$ cat config.mk
export PLATFORM = sky130hd
export DESIGN_NAME = bus_word_serializer
export DESIGN_NICKNAME = d
export VERILOG_FILES = /design/src/rtl/bus_word_serializer.sv
export SDC_FILE = /design/constraint.sdc
export NUM_CORES = 1
export LEC_CHECK = 0
export ABC_CLOCK_PERIOD_IN_PS = 3050
export CORE_MARGIN = 8
export CORE_UTILIZATION = 35
export CTS_BUF_LIST = sky130_fd_sc_hd__clkbuf_4
export DETAILED_ROUTE_END_ITERATION = 6
export REMOVE_ABC_BUFFERS = 1
export SLEW_MARGIN = 20
export SYNTH_ARGS = -nofsm -noshare
export SYNTH_HDL_FRONTEND = slang
export SYNTH_SLANG_ARGS = --single-unit
$ cat constraint.sdc
create_clock -name clk -period 3.05 [get_ports clk]
set_input_delay 0.61 -clock clk [delete_from_list [all_inputs] [get_ports clk]]
set_output_delay 0.61 -clock clk [all_outputs]
set_load 0.02 [all_outputs]
$ cat src/rtl/bus_word_serializer.sv
// bus_word_serializer: splits an accepted bus into words emitted one per cycle, optionally skipping zero words
// Ports: clk, reset (async active-low); in_valid/in_ready/data_in/order accept a bus;
//        out_valid/out_ready/data_out/out_index/out_last stream words; control = nonzero mask of last accepted bus
module bus_word_serializer #(
  parameter int BUS_SIZE = 16,
  parameter int WORD_SIZE = 4,
  parameter int IDX_W = 2,
  parameter int SKIP_ZERO = 0,
  localparam int WORD_NUM = BUS_SIZE / WORD_SIZE
) (
  input  logic                 clk,
  input  logic                 reset,
  input  logic                 in_valid,
  output logic                 in_ready,
  input  logic [BUS_SIZE-1:0]  data_in,
  input  logic                 order,
  output logic                 out_valid,
  input  logic                 out_ready,
  output logic [WORD_SIZE-1:0] data_out,
  output logic [IDX_W-1:0]     out_index,
  output logic                 out_last,
  output logic [WORD_NUM-1:0]  control
);
  typedef enum logic {IDLE, SHIFT} state_t;
  state_t state_q, state_d;
  logic [BUS_SIZE-1:0] buf_q;
  logic ord_q, accept, first_found, next_found;
  logic [IDX_W-1:0] idx_q, idx_d, first_idx, next_idx;
  logic [WORD_NUM-1:0] nz_in, ok_in, ok_q;
  // Nearest emittable word at or beyond 'from' in the given direction (dir=1 descending); MSB = found
  function automatic logic [IDX_W:0] scan(input logic [WORD_NUM-1:0] ok, input logic dir, input int from);
    logic [IDX_W:0] r;
    int a;
    r = '0;
    for (int k = 0; k < WORD_NUM; k++) begin
      a = dir ? k : WORD_NUM - 1 - k;
      if (ok[a] && (dir ? a <= from : a >= from)) r = {1'b1, IDX_W'(a)};
    end
    return r;
  endfunction
  always_comb begin
    nz_in = '0;
    for (int k = 0; k < WORD_NUM; k++) nz_in[k] = |data_in[k*WORD_SIZE +: WORD_SIZE];
    // control always mirrors the latched bus, so it doubles as the skip mask while shifting
    ok_in = SKIP_ZERO != 0 ? nz_in : '1;
    ok_q = SKIP_ZERO != 0 ? control : '1;
    {first_found, first_idx} = scan(ok_in, order, order ? WORD_NUM - 1 : 0);
    {next_found, next_idx} = scan(ok_q, ord_q, ord_q ? int'(idx_q) - 1 : int'(idx_q) + 1);
    in_ready = reset && state_q == IDLE;
    out_valid = state_q == SHIFT;
    out_last = out_valid && !next_found;
    data_out = out_valid ? buf_q[idx_q*WORD_SIZE +: WORD_SIZE] : '0;
    out_index = out_valid ? idx_q : '0;
    accept = in_valid && in_ready;
    state_d = state_q;
    idx_d = idx_q;
    if (accept) begin
      state_d = first_found ? SHIFT : IDLE;
      idx_d = first_idx;
    end
    if (out_valid && out_ready) begin
      state_d = next_found ? SHIFT : IDLE;
      idx_d = next_found ? next_idx : idx_q;
    end
  end
  always_ff @(posedge clk or negedge reset) begin
    if (!reset) begin
      state_q <= IDLE;
      idx_q <= '0;
      buf_q <= '0;
      ord_q <= 1'b0;
      control <= '0;
    end else begin
      state_q <= state_d;
      idx_q <= idx_d;
      if (accept) begin
        buf_q <= data_in;
        ord_q <= order;
        control <= nz_in;
      end
    end
  end
endmodule

==> out/metrics.cfg <==
[worst_hold_path]
min_from = buf_q[15]
hold_depth = 2
hp-class = flop to flop

[placed_design]
portBuffers = 33
gp_congestion = 0.862
postPlaceCellArea_um2 = 1780
preCtsSetupSlack_ns = 0.117
dp_hpwl_um = 2810
placed_cells = 240

[finish]
drive_above_1_share_pct = 10.8
instances_no_fill = 245
final_cell_area_um2 = 1820
nets = 223
fin_util_pct = 46.4
final_cell_mix = nand2_1, clkdlybuf4s50_1, dfrtp_1, nor2_1, a21oi_1
final_common_cell = nand2_1
diodes = 0
areaGrowthSynthToFinish_pct = 31.3

[worst_setup_path]
crit_start = idx_q[0]
reg2regPathDepth = 10
start_kind = flop
worstSetupPathType = flop to output port
r2r-start = idx_q[0]
required_ns = 2.44
path_max_fanout = 4
endpoint_kind = output port
worstPathArrival_ns = 2.21

[drt]
drtPass1Iterations = 4
drcViolationCount = 0
dr_total_vias = 1206
vias_per_cell = 4.92
wl_per_cell_um = 15.0
ant_nets = 0
wirelength_um = 3670
drt_iter0_markers = 73

[clocking]
postCtsHoldBufs = 0
cts_tree = built
cts_inserted_buffers = 3
clkSinkCount = 24
htree_levels = 1
clk_pin_slew_ns = 0.12
root_buffer = clkbuf_4
clk_latency_ns = 0.30
clk_path_buf_depth = 2

[grt]
grt_pass1_wl_um = 6230
antenna_found_initial = 0
grt_pass1_vias = 1384
gr-total-overflow = 0
grt_max_degree = 25
grt_util_all_layers_pct = 12.3

[timing]
setup_tns_ns = 0
setup_viol = 0
max_freq_mhz = 354
tightest_slew_ns = 0.619
rsz0062_at_grt = false
drv_slew = 0
skew_ns = 0.00613
max-slew-margin-rel_pct = 58.6
fin_crit_ns = 2.82
min_period_over_period_pct = 92.5
finalWorstSetupSlack_ns = 0.228
hold_viol_final = 0

[logic_synthesis]
ys.warnings.count = 0
synth.avg_cell_area_um2 = 8.70
yosysSeqAreaShare_pct = 43.4
synth.distinct_cells = 30
yosys_register_bits = 24
synth_area_um2 = 1380
syn_inst = 159
synth-async-reset-ratio_pct = 100
synth_edf_count = 0
synth-main-ff-cell = dfrtp_1

[power_and_ir_drop]
peakVddDrop_mv = 0.349
power.density_nw_per_um2 = 1180
p_leak_uw = 0.000818

[floorplan]
io_pins = 34
die_area_um2 = 6220
initial_utilization_pct = 35.4
fp.dieH_um = 78.9
core_um2 = 3910
row_count = 23
die_w_um = 78.9

[outcome]
status = finished clean

[run]
maxCapViolations = 0

==> critical path, stage by stage (launching register included) <==
cell      delay [ns]
dfrtp_1         0.37
inv_1           0.05
ha_1            0.33
xnor2_1         0.16
ha_1            0.36
and3b_1         0.27
o21ai_4         0.08
nor2_1          0.11
clkbuf_2        0.18
==> final cells by class <==
class / instances / area (um^2)
Inverter: 5 / 18.8
Clock buffer: 3 / 22.5
Tap cell: 50 / 62.6
Sequential cell: 24 / 602
Multi-Input combinational cell: 122 / 726
Timing Repair Buffer: 41 / 385
Fill cell: 420 / 2100
==> logic make-up after synthesis <==
family	count (synthesis)	share of synthesized area [%]
AOI/OAI and AO/OA	25	11.6
buffers and inverters	13	4.70
adders and majority gates	5	4.52
DFF	24	43.4
xor gates and xnor gates	3	1.90
and+or+nand+nor	84	26.6
muxes	5	7.32
==> routing by layer <==
layer / GRT usage [%] / share of wire, %
met1: 13.5 / 42
met2: 22.3 / 53
met3: 2.93 / 4.9
met4: 5.00 / 0.84
met5: 0 / 0
==> repair_timing <==
action | CTS | global route
setup buffers | 0 | 2
setup endpoints to repair | 1 | 1
gates cloned | 0 | 0
pin swaps | 0 | 1
gates resized for setup | 1 | 4
==> state kept, by name, summed over array words and instances, names as in the netlist <==
register / flops
idx_q: 2
out_valid: 1
control: 4
buf_q: 16
ord_q: 1
==> where the power goes <==
| group | internal [uW] | total [uW] | switching (uW) |
|---|---|---|---|
| Sequential | 461 | 569 | 108 |
| Combinational | 714 | 1450 | 733 |
| Clock | 46.0 | 133 | 87.4 |
==> final timing paths <==
| check | to | slack [ns] |
|---|---|---|
| min | buf_q[15] | 0.48 |
| max in group asynchronous | ord_q | 2.07 |
| max | out_last | 0.23 |
| min in group asynchronous | buf_q[4] | 0.72 |
| max reg2reg | idx_q[0] | 0.61 |
| min reg2reg | buf_q[15] | 0.48 |
==> synth_stat cells, drive strengths merged (3+ instances only) <==
cell,number,area [um^2]
a21oi,9,45.0
and2,5,31.3
buf,6,38.8
dfrtp,24,601
ha,5,62.6
inv,5,18.8
mux4,4,90.1
nand2,54,203
nor2,11,41.3
nor2b,3,18.8
nor4,4,25.0
o21ai,6,33.8
o31ai,3,22.5
xnor2,3,26.3
==> metrics by stage <==
stage / power [uW] / hold WS (ns)
4_1_cts: 2060 / 0.492
3_3_place_gp: 1870 / 0.458
3_5_place_dp: 1930 / 0.461
5_1_grt: 2330 / 0.512
2_1_floorplan: 1450 / 0.314
6_report: 2150 / 0.484
No activity file was read; power rests on OpenSTA's default activity.
